--- config.mk ---
export PLATFORM = sky130hd
export DESIGN_NAME = filter_mode_ctrl
export DESIGN_NICKNAME = d
export VERILOG_FILES = /design/src/rtl/filter_mode_ctrl_pkg.sv /design/src/rtl/filter_mode_ctrl_btn_debounce.sv /design/src/rtl/filter_mode_ctrl.sv
export SDC_FILE = /design/constraint.sdc
export NUM_CORES = 1
export LEC_CHECK = 0
export ABC_AREA = 1
export BUFFER_PORTS_ARGS = -buffer_cell sky130_fd_sc_hd__buf_2
export CAP_MARGIN = 20
export CORE_ASPECT_RATIO = 0.6
export CORE_UTILIZATION = 41
export DETAILED_ROUTE_END_ITERATION = 7
export SETUP_SLACK_MARGIN = 0.02
export SLEW_MARGIN = 0
export SYNTH_ARGS = -nofsm -noshare
export SYNTH_HDL_FRONTEND = slang
export SYNTH_HIERARCHICAL = 1
export SYNTH_SLANG_ARGS = --single-unit
--- constraint.sdc ---
create_clock -name vga_clk -period 3.7 [get_ports vga_clk]
set_clock_uncertainty 0.15 [all_clocks]
set_input_delay 0 -clock vga_clk [delete_from_list [all_inputs] [get_ports vga_clk]]
set_output_delay 0 -clock vga_clk [all_outputs]
set_load 0.005 [all_outputs]
--- src/rtl/filter_mode_ctrl_pkg.sv ---
`default_nettype none
// ============================================================================
// filter_mode_ctrl_pkg : shared filter mode codes, FSM states, step helpers
// Rev 1.0
// ============================================================================
package filter_mode_ctrl_pkg;

    localparam logic [2:0] COLOR_INIT  = 3'd0;
    localparam logic [2:0] COLOR_BLACK = 3'd1;
    localparam logic [2:0] COLOR_WHITE = 3'd2;
    localparam logic [2:0] COLOR_RED   = 3'd3;
    localparam logic [2:0] COLOR_GREEN = 3'd4;
    localparam logic [2:0] COLOR_BLUE  = 3'd5;

    typedef enum logic [0:0] {
        ST_IDLE    = 1'b0,
        ST_PENDING = 1'b1
    } mode_state_t;

    // Successors are spelled out per code so the cycle order never depends on numbering.
    function automatic logic [2:0] color_next(input logic [2:0] c);
        case (c)
            COLOR_INIT:  return COLOR_BLACK;
            COLOR_BLACK: return COLOR_WHITE;
            COLOR_WHITE: return COLOR_RED;
            COLOR_RED:   return COLOR_GREEN;
            COLOR_GREEN: return COLOR_BLUE;
            default:     return COLOR_INIT;
        endcase
    endfunction

    function automatic logic [2:0] color_prev(input logic [2:0] c);
        case (c)
            COLOR_BLACK: return COLOR_INIT;
            COLOR_WHITE: return COLOR_BLACK;
            COLOR_RED:   return COLOR_WHITE;
            COLOR_GREEN: return COLOR_RED;
            COLOR_BLUE:  return COLOR_GREEN;
            default:     return COLOR_BLUE;
        endcase
    endfunction

endpackage
`default_nettype wire

--- src/rtl/filter_mode_ctrl_btn_debounce.sv ---
`default_nettype none
// ============================================================================
// btn_debounce : two-flop synchronizer, level debouncer, rising-edge pulse
// Rev 1.0
// ============================================================================
module btn_debounce #(
    parameter int DEBOUNCE_CYCLES = 250000
) (
    input  logic clk,
    input  logic rst_n,
    input  logic i_btn,
    output logic o_pulse
);

    localparam int CNT_W = (DEBOUNCE_CYCLES > 1) ? $clog2(DEBOUNCE_CYCLES) : 1;
    localparam logic [CNT_W-1:0] CNT_LAST = CNT_W'(DEBOUNCE_CYCLES - 1);

    logic [1:0]       r_sync;
    logic [CNT_W-1:0] r_cnt;
    logic             r_level;
    logic             r_pulse;

    always_ff @(posedge clk or negedge rst_n) begin
        if (!rst_n) begin
            r_sync  <= 2'b00;
            r_cnt   <= '0;
            r_level <= 1'b0;
            r_pulse <= 1'b0;
        end else begin
            r_sync  <= {r_sync[0], i_btn};
            r_pulse <= 1'b0;
            // Count consecutive samples that disagree with the accepted level.
            if (r_sync[1] != r_level) begin
                if (r_cnt == CNT_LAST) begin
                    r_cnt   <= '0;
                    r_level <= r_sync[1];
                    r_pulse <= r_sync[1];
                end else begin
                    r_cnt <= r_cnt + 1'b1;
                end
            end else begin
                r_cnt <= '0;
            end
        end
    end

    assign o_pulse = r_pulse;

endmodule
`default_nettype wire

--- src/rtl/filter_mode_ctrl.sv ---
`default_nettype none
// ============================================================================
// filter_mode_ctrl : button/auto driven filter mode select, frame-aligned apply
// Rev 1.0
// ============================================================================
module filter_mode_ctrl
    import filter_mode_ctrl_pkg::*;
#(
    parameter int DEBOUNCE_CYCLES = 250000,
    parameter int AUTO_FRAMES     = 120
) (
    input  logic       vga_clk,
    input  logic       rst_n,
    input  logic       btn_next,
    input  logic       btn_prev,
    input  logic       btn_bypass,
    input  logic       auto_en,
    input  logic       frame_start,
    output logic       process_en,
    output logic [2:0] color_type,
    output logic       mode_pending
);

    localparam logic [7:0] AUTO_LAST = 8'(AUTO_FRAMES - 1);

    logic w_next_pls;
    logic w_prev_pls;
    logic w_byp_pls;
    logic w_any_press;
    logic w_step_fwd;
    logic w_step_bwd;
    logic [2:0] w_pend_type_nxt;
    logic       w_pend_en_nxt;
    logic [2:0] w_app_type_nxt;
    logic       w_app_en_nxt;
    logic       w_differs;

    logic [7:0]  r_frame_cnt;
    logic        r_auto_step;
    mode_state_t r_state;
    logic        r_pending_en;
    logic [2:0]  r_pending_type;
    logic        r_process_en;
    logic [2:0]  r_color_type;
    logic        r_mode_pending;

    btn_debounce #(.DEBOUNCE_CYCLES(DEBOUNCE_CYCLES)) u_db_next (
        .clk(vga_clk), .rst_n(rst_n), .i_btn(btn_next), .o_pulse(w_next_pls)
    );
    btn_debounce #(.DEBOUNCE_CYCLES(DEBOUNCE_CYCLES)) u_db_prev (
        .clk(vga_clk), .rst_n(rst_n), .i_btn(btn_prev), .o_pulse(w_prev_pls)
    );
    btn_debounce #(.DEBOUNCE_CYCLES(DEBOUNCE_CYCLES)) u_db_bypass (
        .clk(vga_clk), .rst_n(rst_n), .i_btn(btn_bypass), .o_pulse(w_byp_pls)
    );

    assign w_any_press = w_next_pls | w_prev_pls | w_byp_pls;

    // Auto-cycle frame counter; the step it issues lands one cycle after frame_start.
    always_ff @(posedge vga_clk or negedge rst_n) begin
        if (!rst_n) begin
            r_frame_cnt <= 8'd0;
            r_auto_step <= 1'b0;
        end else begin
            r_auto_step <= 1'b0;
            if (!auto_en || w_any_press) begin
                r_frame_cnt <= 8'd0;
            end else if (frame_start) begin
                if (r_frame_cnt == AUTO_LAST) begin
                    r_frame_cnt <= 8'd0;
                    r_auto_step <= 1'b1;
                end else begin
                    r_frame_cnt <= r_frame_cnt + 8'd1;
                end
            end
        end
    end

    always_comb begin
        // A user press on either button drops a coincident auto step.
        w_step_fwd = (w_next_pls & ~w_prev_pls)
                   | (r_auto_step & ~w_next_pls & ~w_prev_pls);
        w_step_bwd = w_prev_pls & ~w_next_pls;

        w_pend_type_nxt = r_pending_type;
        if (w_step_fwd) begin
            w_pend_type_nxt = color_next(r_pending_type);
        end else if (w_step_bwd) begin
            w_pend_type_nxt = color_prev(r_pending_type);
        end
        w_pend_en_nxt = r_pending_en ^ w_byp_pls;

        w_app_type_nxt = frame_start ? r_pending_type : r_color_type;
        w_app_en_nxt   = frame_start ? r_pending_en   : r_process_en;

        w_differs = (w_pend_type_nxt != w_app_type_nxt) || (w_pend_en_nxt != w_app_en_nxt);
    end

    always_ff @(posedge vga_clk or negedge rst_n) begin
        if (!rst_n) begin
            r_state        <= ST_IDLE;
            r_pending_en   <= 1'b0;
            r_pending_type <= COLOR_INIT;
            r_process_en   <= 1'b0;
            r_color_type   <= COLOR_INIT;
            r_mode_pending <= 1'b0;
        end else begin
            r_pending_en   <= w_pend_en_nxt;
            r_pending_type <= w_pend_type_nxt;
            r_process_en   <= w_app_en_nxt;
            r_color_type   <= w_app_type_nxt;
            case (r_state)
                ST_IDLE: begin
                    if (w_differs) begin
                        r_state        <= ST_PENDING;
                        r_mode_pending <= 1'b1;
                    end
                end
                ST_PENDING: begin
                    if (!w_differs) begin
                        r_state        <= ST_IDLE;
                        r_mode_pending <= 1'b0;
                    end
                end
                default: begin
                    r_state        <= ST_IDLE;
                    r_mode_pending <= 1'b0;
                end
            endcase
        end
    end

    assign process_en   = r_process_en;
    assign color_type   = r_color_type;
    assign mode_pending = r_mode_pending;

endmodule
`default_nettype wire

# After elaboration in Yosys (flattened, before gate mapping)
# Cells that the tools add are included.
# totals
ff_bits,85
elab_cells,88
# op_classes
addsub,4
n_eq_ne,16
n_mux,28
n_bitwise,11
n_reduce_logical,9
# op_table
operator,count
$mux W18,6
$add A18 B1 Y18 const B,3
$eq A18 B18 Y1 const B,3
$pmux W3 S5,2
$mux W8,3
$mux W1,13
$mux W3,3
$add A8 B1 Y8 const B,1
$eq A8 B7 Y1 const B,1
$reduce_and A2 Y1,4
$eq A3 B2 Y1 const B,2
$eq A3 B3 Y1 const B,2
$and A1 B1 Y1,4
$ne A1 B1 Y1,4
$ne A2 B2 Y1 const B,2
$eq A3 B1 Y1 const B,1
$logic_not A3 Y1,1
$ne A3 B3 Y1,1
$not A1 Y1,3
$or A1 B1 Y1,3
$logic_or A1 B1 Y1,2
$pmux W1 S2,1
$reduce_bool A2 Y1,1
$logic_not A1 Y1,1
$xor A1 B1 Y1,1

# Longest topological paths before layout
# Gate-level depths: netlist (run 1).
# depth
word_depth,9
mapped_depth,13

# Cells and area by module
# The synthesis (run 1) kept the hierarchy.
# by_module_without_submodules
module,n_inst,cells_each,area_per_inst_um2,seq_area_each_um2
btn_debounce,3,138,1132.3,550.5
filter_mode_ctrl,1,138,1027.2,475.5

# Worst setup path after synthesis (run 1)
# No wires, ideal clock.
# synth_path
kind,reg-to-reg
from,"register u_db_next.r_pulse, in the netlist u_db_next/o_pulse"
to,"register r_mode_pending, in the netlist mode_pending"
setup_ns,0.113
arrival_ns,1.197
required_time_ns,3.437
path_slack_ns,2.240
path_stages_with_launch,9
synth_period_minus_slack_ns,1.460
path_cell_list,dfrtp_1 -> o21ai_2 -> inv_2 -> o21ai_1 -> nand3_1 -> xor2_1 -> nand3_1 -> nand2_1 -> inv_1
# synth_via
elab_chain_cells,9
word_cells_on_any_way,13
classes_between,eq/ne: 3; mux: 2; bitwise: 6; reduce/logical: 2
# synth_lines
item,line,rtl
"start, declared",filter_mode_ctrl_btn_debounce.sv:21,logic r_pulse;
"start signal, assigned",filter_mode_ctrl_btn_debounce.sv:37,r_pulse <= r_sync[1];
$not A1 Y1,"filter_mode_ctrl.sv:82, filter_mode_ctrl.sv:83",
$and A1 B1 Y1 (2 in series),filter_mode_ctrl.sv:82,| (r_auto_step & ~w_next_pls & ~w_prev_pls);
$or A1 B1 Y1,filter_mode_ctrl.sv:82,
$mux W3 *,filter_mode_ctrl.sv:86,if (w_step_fwd) begin
$ne A3 B3 Y1 *,filter_mode_ctrl.sv:96,w_differs = (w_pend_type_nxt != w_app_type_nxt) || (w_pend_en_nxt != w_app_en_nxt);
$logic_or A1 B1 Y1 *,filter_mode_ctrl.sv:96,
$ne A2 B2 Y1 (no source line),n/a,
$reduce_and A2 Y1 (no source line) *,n/a,
"end signal, assigned",filter_mode_ctrl.sv:106,r_mode_pending <= 1'b0;
"end signal, assigned",filter_mode_ctrl.sv:116,r_mode_pending <= 1'b1;
"end signal, assigned",filter_mode_ctrl.sv:122,r_mode_pending <= 1'b0;
"end, declared",filter_mode_ctrl.sv:45,logic r_mode_pending;
# Every way passes the cells marked *; elsewhere a longest branch is shown, timed or not.
# A chain may end at the register's enable or synchronous reset.

# Worst setup path after layout (run 1)
# Ends and elaborated chain as after synthesis.

==> impl_summary.log, run 1 <==
INFO  metric ys_ff_latch = 85
INFO  metric finalHoldViolations = 0
INFO  metric htree_levels = 3
INFO  metric num_antenna_cells = 0
INFO  metric clock_sink_count = 85
INFO  metric crit_family = simple AND/OR/NAND/NOR gates
INFO  metric cp_slowest_cell = sky130_fd_sc_hd__dfrtp_1
INFO  metric setup-tns-final = 0 ps
INFO  metric postSynth.topFlopCell = sky130_fd_sc_hd__dfrtp_1
INFO  metric hold_ws = a little under 60 ps
INFO  metric timing.critical_path.arrival = between 1500 and 2000 ps
INFO  metric netlist.area_leader.share = 0.481
INFO  metric layout_worst_path_cycle_share = 0.457
INFO  metric setup.worst_path.end_class = register
INFO  metric wl_per_cell = around 12 µm
INFO  metric grt-busiest-layer = met1
INFO  metric leakage_power_of_the_design = around 2.3 nW
INFO  metric post_synth_instance_area = approximately 4400 µm²
INFO  metric setup.reg_to_reg.worst_slack = 2010 ps
INFO  metric synth_largest_area_cell = sky130_fd_sc_hd__dfrtp_1
INFO  metric synth.top_cells.by_count = sky130_fd_sc_hd__nand2_1, sky130_fd_sc_hd__nor2_1, sky130_fd_sc_hd__dfrtp_1
INFO  metric post_route_cells_drive_above_1_share = 0.146
INFO  metric grt_antenna_before_repair = 0
INFO  metric io_buffer_count = 11
INFO  metric clk_path_buf_depth = 2
INFO  metric end_point_of_the_most_critical_hold_path = r_frame_cnt[1]$_DFFE_PN0P_
INFO  metric critical_path.reg2reg.startpoint = u_db_next/o_pulse$_DFF_PN0_
INFO  metric core.rowCount = 28
INFO  metric die_h = between 80 and 90 µm
INFO  metric p_per_area = 408 nW/µm²
INFO  metric number_of_synthesized_flops_with_an_enable_pin = 0
INFO  metric mappedNetlistNets = about 560
INFO  metric vdd_drop_max = ~0.27 mV
INFO  metric totalWireLength = around 8600 µm
INFO  metric post_cts_resized = 0
INFO  metric horizontal_die_dimension = ~140 µm
INFO  metric avg_synthesized_cell_area = ~8 µm²
INFO  metric yosysMostFrequentCell = sky130_fd_sc_hd__nand2_1
INFO  metric cts_tree = done
INFO  metric fmax = around 590 MHz
INFO  metric layout-area-overhead-vs-synth = 13.4%
INFO  metric grt_pass1_vias = 3,194
INFO  metric min_from = auto_en
INFO  metric clk_transition_reported_paths = roughly 60 ps
INFO  metric synthCells = 552
INFO  metric initial_core_utilization = 0.435
INFO  metric critPathMaxStageDelay = ~430 ps
INFO  metric rr_endpoint = mode_pending$_DFFE_PN0P_
INFO  metric cts_made_buffers = 9
INFO  metric worst_slack = approximately 2000 ps
INFO  metric pre_cts_ws = about 2000 ps
INFO  metric top_level_ports = 12
INFO  metric grt_overflow_total = 0
INFO  metric final.min_clock_period = 1690 ps
INFO  metric grt.met1_usage = 0.264
INFO  metric rsz0062_at_grt = no
INFO  metric setup-violations-final = 0
INFO  metric met2_use_gr = 0.240
INFO  metric num-nets-final = a little under 600
INFO  metric crit_path_frequent_cell = sky130_fd_sc_hd__nand2_1
INFO  metric post-route-drc-count = 0
INFO  metric max_slew_vio_count = 0
INFO  metric place.detailed.hpwl = 6170 µm
INFO  metric worst-path-buf-inv = 2
INFO  metric groute.usage.overall = 0.176
INFO  metric grt_max_degree = 65
INFO  metric synth.yosys.seq_area_share = 0.481
INFO  metric maxCapViolations = 0
INFO  metric worstRegToRegCells = 10
INFO  metric worst_tran_pin_value = between 800 and 900 ps
INFO  metric post_cts.repair.setup_buffers = 0
INFO  metric setup.worst_path.class = register to register
INFO  metric ys_types = 27
INFO  metric worstPathRequired = approximately 3800 ps
INFO  metric first_pass_grt_wire_length = about 15,000 µm
INFO  metric dominant_cells_by_area_after_synthesis = sky130_fd_sc_hd__dfrtp_1, sky130_fd_sc_hd__nand2_1, sky130_fd_sc_hd__nor2_1, sky130_fd_sc_hd__inv_1, sky130_fd_sc_hd__nand3_1
INFO  metric fin_util = 0.494
INFO  metric drt-initial-drc-count = 220
INFO  metric hp-class = input pin to register
INFO  metric root_buffer = sky130_fd_sc_hd__clkbuf_16
INFO  metric start_kind = register
INFO  metric drt.antenna.violating_nets = 0
INFO  metric cp_max_fo = 6
INFO  metric detailedRoute.firstPassIterationCount = 4
INFO  metric run_status = completed
INFO  metric whs_path_depth = 4
INFO  metric synthArstFlopShare = 1.00
INFO  metric met3_usage_grt = 0.0519
INFO  metric yosys_warnings = 6
INFO  metric timing.max_slew.rel_slack = 0.457
INFO  metric fin_total_pwr = approximately 0.0020 W
INFO  metric critical_path.cell_chain = o21ai_2, inv_2, nand2_1, nand3_1, nand2_1, nand2_1, nor2_2, nand3_1, nand2_1, inv_1
INFO  metric design.die.area = around 11,000 µm²
INFO  metric fp.coreArea = just over 10,000 µm²
INFO  metric routabilityCongestion = between 0.8 and 0.9
INFO  metric vias_per_cell = between 4 and 5
INFO  metric vias = 3,440
INFO  metric clkLatencyLatePin = approximately 340 ps
==> cells by family (layout without fill, tap and decap cells) <==
kind of cell | count (synthesis) | count (layout) | share of synthesized area
simple gates | 322 | 322 | 0.339
compound gates | 34 | 34 | 0.0413
flops | 85 | 85 | 0.481
buf+inv | 75 | 104 | 0.0648
fa+ha+maj | 4 | 4 | 0.0113
xor+xnor | 32 | 32 | 0.0633
==> flip-flops by register name, summed over array words and instances (netlist names), 2 cells and up <==
name	flops
r_pending_type	3
u_db_next/r_sync	2
color_type	3
u_db_prev/r_cnt	18
u_db_next/r_cnt	18
u_db_prev/r_sync	2
u_db_bypass/r_sync	2
r_frame_cnt	8
u_db_bypass/r_cnt	18
==> metrics by stage <==
step / instances / cell area (µm²)
6_report: 716 / 5020
3_5_place_dp: 695 / 4640
4_1_cts: 716 / 5020
2_1_floorplan: 552 / 4420
3_3_place_gp: 695 / 4640
5_1_grt: 716 / 5020
==> placed cells by master (no fill, tap or decap), types with 3 or more instances in the layout <==
| cell type | instances |
|---|---|
| sky130_fd_sc_hd__dlygate4sd3_1 | 5 |
| sky130_fd_sc_hd__inv_1 | 61 |
| sky130_fd_sc_hd__nand2_1 | 110 |
| sky130_fd_sc_hd__nor2_2 | 12 |
| sky130_fd_sc_hd__nand3_1 | 36 |
| sky130_fd_sc_hd__nand2_2 | 22 |
| sky130_fd_sc_hd__nor3_1 | 10 |
| sky130_fd_sc_hd__buf_2 | 10 |
| sky130_fd_sc_hd__a21oi_1 | 16 |
| sky130_fd_sc_hd__ha_1 | 4 |
| sky130_fd_sc_hd__xnor2_1 | 14 |
| sky130_fd_sc_hd__nor2_1 | 99 |
| sky130_fd_sc_hd__nand4_1 | 11 |
| sky130_fd_sc_hd__nand3_2 | 3 |
| sky130_fd_sc_hd__o21ai_0 | 10 |
| sky130_fd_sc_hd__xor2_1 | 18 |
| sky130_fd_sc_hd__a31oi_1 | 3 |
| sky130_fd_sc_hd__nor3b_1 | 3 |
| sky130_fd_sc_hd__inv_2 | 10 |
| sky130_fd_sc_hd__clkbuf_16 | 9 |
| sky130_fd_sc_hd__dfrtp_1 | 85 |
| sky130_fd_sc_hd__nor2_4 | 9 |
| sky130_fd_sc_hd__nand3b_1 | 3 |
==> report_power, final <==
group          internal, W  switching (W)  total [W]
logic            0.0000311      0.0000595  0.0000906
registers         0.000950      0.0000161   0.000966
clock network     0.000629       0.000361   0.000989
total              0.00161       0.000436    0.00205
==> worst min-delay path, cell delays in order <==
cell	delay [ps]
sky130_fd_sc_hd__buf_2	120
sky130_fd_sc_hd__and3_1	240
sky130_fd_sc_hd__nand3_1	80
sky130_fd_sc_hd__o21ai_0	70
==> what timing repair did <==
item | in CTS | in global routing
hold buffers | 5 | 0
endpoints found under the setup margin | 0 | 0
endpoints found under the hold margin | 74 | 0
==> metal layers <==
layer,share of wire,vias up
met4,0.011,0
met3,0.048,11
met5,0,-
li1,-,1794
met2,0.39,71
met1,0.56,1564
==> final cells by class <==
cell class,count,area [µm²]
clock buffers,13,260
clock inverters,3,67.6
multi-input cells,392,2010
inverters,71,267
fillers,969,5140
flip-flops and latches,85,2130
repair buffers,17,115
well taps,135,169
==> worst max path at each step <==
stage,endpoint,cells after the start,start
6_report,mode_pending$_DFFE_PN0P_,10,u_db_next/o_pulse$_DFF_PN0_
5_1_grt,mode_pending$_DFFE_PN0P_,10,u_db_next/o_pulse$_DFF_PN0_
4_1_cts,mode_pending$_DFFE_PN0P_,8,u_db_next/o_pulse$_DFF_PN0_
3_5_place_dp,mode_pending$_DFFE_PN0P_,8,u_db_next/o_pulse$_DFF_PN0_
3_3_place_gp,mode_pending$_DFFE_PN0P_,10,u_db_next/o_pulse$_DFF_PN0_
2_1_floorplan,mode_pending$_DFFE_PN0P_,8,u_db_next/o_pulse$_DFF_PN0_
(Power assumes the default switching activity.)
==> run 2, diff against run 1 <==
- clock period: 3.7 -> 1.6 ns (I/O delays scaled with it)
==> run 2 against run 1 <==
The run now ends with negative hold slack, negative setup slack left; worst hold slack got worse by 60 ps; fmax rose by 2.9%; sequential cell count did not move; register-to-register slack got worse by 2100 ps; combinational power rose to 3.3 times the previous value; cell count rose by 3.6%; via count rose by 3.8%; cell area rose by 7.7%; routed wire length rose by 5.6%; worst setup slack got worse by 2100 ps; die area did not move; highest routed layer unchanged.
==> impl_summary.log, run 2 (synthesis gave the netlist of run 1 again) <==
INFO  metric run_status = finished with violations
INFO  metric violations = negative hold slack, negative setup slack
INFO  metric filler_cell_count = 929
INFO  metric horizontal_die_dimension = around 140 µm
INFO  metric dr_wl_met3 = between 400 and 500 µm
INFO  metric worstRegToRegCells = 8
INFO  metric die_h = slightly above 80 µm
INFO  metric final.min_clock_period = 1640 ps
INFO  metric clk_transition_reported_paths = ~60 ps
INFO  metric worstPathRequired = roughly 1700 ps
INFO  metric post_route_cells_drive_above_1_share = 0.221
INFO  metric groute.usage.overall = 0.177
INFO  metric start_kind = register
INFO  metric core.rowCount = 28
INFO  metric vias = 3,570
INFO  metric cts_made_buffers = 9
INFO  metric hold_ws = -0.804 ps
INFO  metric worst_slack = -42.2 ps
INFO  metric htree_levels = 3
INFO  metric layout_worst_path_cycle_share = 1.03
INFO  metric post-route-drc-count = 0
INFO  metric detailedRoute.firstPassIterationCount = 5
INFO  metric finalHoldViolations = 1
INFO  metric critical_path.reg2reg.startpoint = u_db_next/o_pulse$_DFF_PN0_
INFO  metric detail_route.wirelength.met1 = between 4000 and 5000 µm
INFO  metric setup.worst_path.end_class = register
INFO  metric leakage_power_of_the_design = 2.50 nW
INFO  metric max_slew_vio_count = 0
INFO  metric io_buffer_count = 11
INFO  metric crit_start = u_db_next/o_pulse$_DFF_PN0_
INFO  metric num-nets-final = about 610
INFO  metric drt-initial-drc-count = between 200 and 250
INFO  metric place.detailed.hpwl = ~6300 µm
INFO  metric clkLatencyLatePin = approximately 340 ps
INFO  metric p_per_area = between 800 and 900 nW/µm²
INFO  metric cts_tree = done
INFO  metric design.die.area = 11,200 µm²
INFO  metric hp-class = input pin to register
INFO  metric wl_met2 = approximately 3600 µm
INFO  metric root_buffer = sky130_fd_sc_hd__clkbuf_16
INFO  metric top_level_ports = 12
INFO  metric timing.max_slew.rel_slack = 0.769
INFO  metric clock_sink_count = 85
INFO  metric rsz0062_at_grt = yes
INFO  metric cp_max_fo = 6
INFO  metric pre_cts_ws = -30.4 ps
INFO  metric clk_path_buf_depth = 2
INFO  metric grt_antenna_before_repair = 0
INFO  metric grt_overflow_total = 0
INFO  metric setup.worst_path.class = register to register
INFO  metric min_from = auto_en
INFO  metric layout_top_registers = u_db_bypass/r_cnt x18, u_db_next/r_cnt x18, u_db_prev/r_cnt x18
INFO  metric vias_per_cell = 4.81
INFO  metric drt.antenna.violating_nets = 0
INFO  metric wl_per_cell = 12.2 µm
INFO  metric layout_common_cells = sky130_fd_sc_hd__nand2_1, sky130_fd_sc_hd__nor2_1, sky130_fd_sc_hd__dfrtp_1
INFO  metric routabilityCongestion = slightly below 0.9
INFO  metric fp.coreArea = roughly 10,000 µm²
INFO  metric timing.critical_path.arrival = between 1500 and 2000 ps
INFO  metric worst_tran_pin_value = about 350 ps
INFO  metric maxCapViolations = 0
INFO  metric fin_util = 0.532
INFO  metric layout-area-overhead-vs-synth = 22.1%
INFO  metric grt_max_degree = 47
INFO  metric layout_commonest_cell = sky130_fd_sc_hd__nand2_1
INFO  metric vdd_drop_max = around 0.55 mV
INFO  metric setup-violations-final = 1
INFO  metric whs_path_depth = 4
INFO  metric first_pass_grt_wire_length = between 15,000 and 20,000 µm
INFO  metric num_antenna_cells = 0
INFO  metric initial_core_utilization = 0.435
INFO  metric grt_pass1_vias = roughly 3.2k
INFO  metric fmax = 609 MHz
INFO  metric setup-tns-final = -42.2 ps
INFO  metric totalWireLength = 9050 µm
INFO  metric highest_layer = met4
## run 2: worst max-delay path, stage by stage (launching register included)
cell,delay (ps)
sky130_fd_sc_hd__dfrtp_2,450
sky130_fd_sc_hd__o21ai_4,250
sky130_fd_sc_hd__inv_2,90
sky130_fd_sc_hd__o21ai_1,110
sky130_fd_sc_hd__nand3_2,130
sky130_fd_sc_hd__xor2_2,180
sky130_fd_sc_hd__nand3_1,100
sky130_fd_sc_hd__nand2_1,60
sky130_fd_sc_hd__inv_1,30
## run 2: per-stage QoR
step                instance area [µm²]  total power, W  cells  hold WS (ps)
detailed placement                 4770         0.00251    709          -335
global placement                   4770         0.00250    709          -331
CTS                                5190         0.00476    733          7.97
floorplan                          4420         0.00238    552          -446
global route                       5400         0.00494    742          17.5
finish                             5400         0.00474    742        -0.804
## run 2: path summary, 6_finish.rpt
path                                                         to  slack, ps
min in group asynchronous            r_frame_cnt[6]$_DFFE_PN0P_         60
worst min register to register    u_db_next/r_sync[1]$_DFF_PN0_        200
worst max register to register         mode_pending$_DFFE_PN0P_        -40
worst max-delay path                   mode_pending$_DFFE_PN0P_        -40
max in group asynchronous       u_db_bypass/r_cnt[17]$_DFF_PN0_        710
worst min-delay path                 r_frame_cnt[2]$_DFFE_PN0P_       -0.8
## run 2: layout make-up
| class | instances | area [µm²] | share of cell area |
|---|---|---|---|
| Timing Repair Buffer | 44 | 358 | 0.0662 |
| Multi-Input combinational cell | 392 | 2160 | 0.399 |
| Clock buffer | 13 | 280 | 0.0519 |
| Clock inverter | 2 | 38.8 | 0.00718 |
| Inverter | 71 | 267 | 0.0493 |
| Tap cell | 135 | 169 | 0.0313 |
| Sequential cell | 85 | 2130 | 0.395 |
## run 2: what timing repair did
action	in CTS	in global routing
setup endpoints to repair	1	47
hold buffers	9	0
resized for setup	5	39
endpoints found under the hold margin	96	0
cloned	0	0
pin swaps	1	10
setup buffers	0	9
## run 2: power by group
group	switching [W]	internal, W
sequential	0.0000429	0.00220
combinational	0.000161	0.000142
clock	0.000826	0.00138
## run 2: per-layer routing
layer	global-route usage	up-vias
met5	0	-
met4	0.0400	0
met3	0.0495	13
met2	0.249	80
met1	0.266	1646
li1	-	1831
==> run 3, diff against run 2 <==
- CORE_ASPECT_RATIO: 0.6 -> not set
==> run 3 against run 2 <==
The flow now finishes without violations; first-iteration DRC count down 29%; global-route usage shrank 1.0 points; cell count shrank 0.40%; worst hold slack improved by 140 ps; die area down 0.12%; sequential cell count did not move; non-clock buffer count down 5; routed wire length down 5.9%; fmax up 4.1%; cell area is 3.5% lower; critical path type unchanged; largest cell class is now registers.
==> impl_summary.log, run 3 (synthesis gave the netlist of run 1 again) <==
INFO  metric run_status = completed
INFO  metric hp-class = input pin to register
INFO  metric cp_slowest_cell = sky130_fd_sc_hd__dfrtp_2
INFO  metric initial_core_utilization = 0.425
INFO  metric cts_tree = done
INFO  metric layoutNonFillerInstCount = around 740
INFO  metric rsz0062_at_grt = yes
INFO  metric critical_path.cell_chain = o21ai_4, inv_2, o21ai_1, nand3_1, xor2_1, nand3_1, nand2_1, inv_1
INFO  metric fin_total_pwr = about 0.0041 W
INFO  metric grt_overflow_total = 0
INFO  metric setup.worst_path.end_class = register
INFO  metric filler_cell_count = about 1k
INFO  metric cp_max_fo = 6
INFO  metric layout_worst_path_cycle_share = 0.986
INFO  metric leakage_power_of_the_design = 2.41 nW
INFO  metric detailedRoute.firstPassIterationCount = 4
INFO  metric top_level_ports = 12
INFO  metric clk_transition_reported_paths = roughly 90 ps
INFO  metric horizontal_die_dimension = around 110 µm
INFO  metric grt_max_degree = 35
INFO  metric root_buffer = sky130_fd_sc_hd__clkbuf_8
INFO  metric max_slew_vio_count = 0
INFO  metric wl_per_cell = approximately 12 µm
INFO  metric drt.antenna.violating_nets = 0
INFO  metric vdd_drop_max = roughly 0.53 mV
INFO  metric routabilityCongestion = around 0.85
INFO  metric clkLatencyLatePin = about 350 ps
INFO  metric grt_antenna_before_repair = 0
INFO  metric drt-initial-drc-count = 145
INFO  metric pre_cts_ws = -18.3 ps
INFO  metric totalWireLength = 8520 µm
INFO  metric io_buffer_count = 11
INFO  metric timing.max_slew.rel_slack = 0.702
INFO  metric groute.usage.overall = 0.167
INFO  metric worstPathRequired = 1710 ps
INFO  metric vias = 3,505
INFO  metric worst_tran_pin_value = 448 ps
INFO  metric layout_commonest_cell = sky130_fd_sc_hd__nand2_1
INFO  metric die_h = between 100 and 150 µm
INFO  metric num_antenna_cells = 0
INFO  metric start_kind = register
INFO  metric setup.worst_path.class = register to register
INFO  metric design.die.area = around 11,000 µm²
INFO  metric layout_top_registers = u_db_bypass/r_cnt x18, u_db_next/r_cnt x18, u_db_prev/r_cnt x18
INFO  metric fp.coreArea = roughly 10,000 µm²
INFO  metric timing.critical_path.arrival = roughly 1700 ps
INFO  metric finalHoldViolations = 0
INFO  metric post_route_cells_drive_above_1_share = 0.201
INFO  metric vias_per_cell = 4.74
INFO  metric final.min_clock_period = 1580 ps
INFO  metric first_pass_grt_wire_length = approximately 15,000 µm
INFO  metric clock_sink_count = 85
INFO  metric cts_made_buffers = 9
INFO  metric critPathMaxStageDelay = 460 ps
INFO  metric place.detailed.hpwl = around 6000 µm
INFO  metric num-nets-final = 609
INFO  metric cells_after_dpl = between 700 and 800
INFO  metric core.rowCount = 37
INFO  metric p_per_area = 796 nW/µm²
INFO  metric crit_path_frequent_cell = sky130_fd_sc_hd__nand3_1
INFO  metric clk_path_buf_depth = 2
INFO  metric fmax = approximately 630 MHz
INFO  metric layout-area-overhead-vs-synth = 17.8%
INFO  metric worst_slack = ~23 ps
INFO  metric htree_levels = 3
INFO  metric maxCapViolations = 0
INFO  metric post-route-drc-count = 0
INFO  metric layout_common_cells = sky130_fd_sc_hd__nand2_1, sky130_fd_sc_hd__nor2_1, sky130_fd_sc_hd__dfrtp_1
INFO  metric setup-violations-final = 0
INFO  metric grt_pass1_vias = roughly 3.5k
==> run 3: path summary, 6_finish.rpt <==
path	startpoint	endpoint	slack, ps	cells past startpoint
hold / removal	btn_prev	u_db_prev/r_sync[0]$_DFF_PN0_	140	2
max in group asynchronous	rst_n	u_db_bypass/r_cnt[13]$_DFF_PN0_	230	4
hold reg to reg	u_db_prev/r_sync[0]$_DFF_PN0_	u_db_prev/r_sync[1]$_DFF_PN0_	210	0
setup / recovery	u_db_next/o_pulse$_DFF_PN0_	mode_pending$_DFFE_PN0P_	20	8
setup reg to reg	u_db_next/o_pulse$_DFF_PN0_	mode_pending$_DFFE_PN0P_	20	8
min in group asynchronous	rst_n	r_frame_cnt[7]$_DFFE_PN0P_	520	3
==> run 3: worst max-delay path, delay by kind of cell (launching register included) <==
kind / cells / cell delay (ps)
flops: 1 / 460
compound gates: 2 / 300
simple gates: 3 / 280
xor+xnor: 1 / 190
buf+inv: 2 / 110
==> run 3: cell type report <==
| cell class | instances | area (µm²) | share of cell area |
|---|---|---|---|
| flip-flops and latches | 85 | 2130 | 0.409 |
| multi-input cells | 392 | 2120 | 0.407 |
| repair buffers | 39 | 298 | 0.0571 |
| inverters | 71 | 269 | 0.0516 |
| well taps | 136 | 170 | 0.0326 |
| clock buffers | 12 | 165 | 0.0317 |
| clock inverters | 4 | 55.1 | 0.0106 |
==> run 3: repair_timing <==
| item | in CTS | in global routing |
|---|---|---|
| gates resized for setup | 1 | 28 |
| pin swaps | 1 | 6 |
| hold buffers | 7 | 0 |
| setup endpoints to repair | 1 | 44 |
| gates cloned | 0 | 0 |
| buffers inserted | 0 | 4 |
| hold endpoints to repair | 96 | 0 |
==> run 3: routing by layer <==
metal	track usage	vias to the layer above	share of wire
met1	0.213	1650	0.49
li1	-	1815	-
met5	0	-	0
met3	0.0353	10	0.020
met2	0.277	30	0.47
met4	0.0645	0	0.017
==> run 3: through the flow <==
stage	hold slack, ps	TNS, ps	instance area, µm²	utilization
2_1_floorplan	-446	0	4420	-
3_3_place_gp	-161	0	4770	0.458
3_5_place_dp	-159	-18.3	4770	0.458
4_1_cts	116	0	5070	0.487
5_1_grt	140	-174	5210	0.500
6_report	135	0	5210	0.500
==> run 3: where the power goes <==
| part | leakage, nW | switching (W) | total [W] | internal [W] |
|---|---|---|---|---|
| registers | 1.15 | 0.0000416 | 0.00223 | 0.00219 |
| logic | 1.15 | 0.000150 | 0.000265 | 0.000115 |
| clock network | 0.109 | 0.000793 | 0.00165 | 0.000856 |
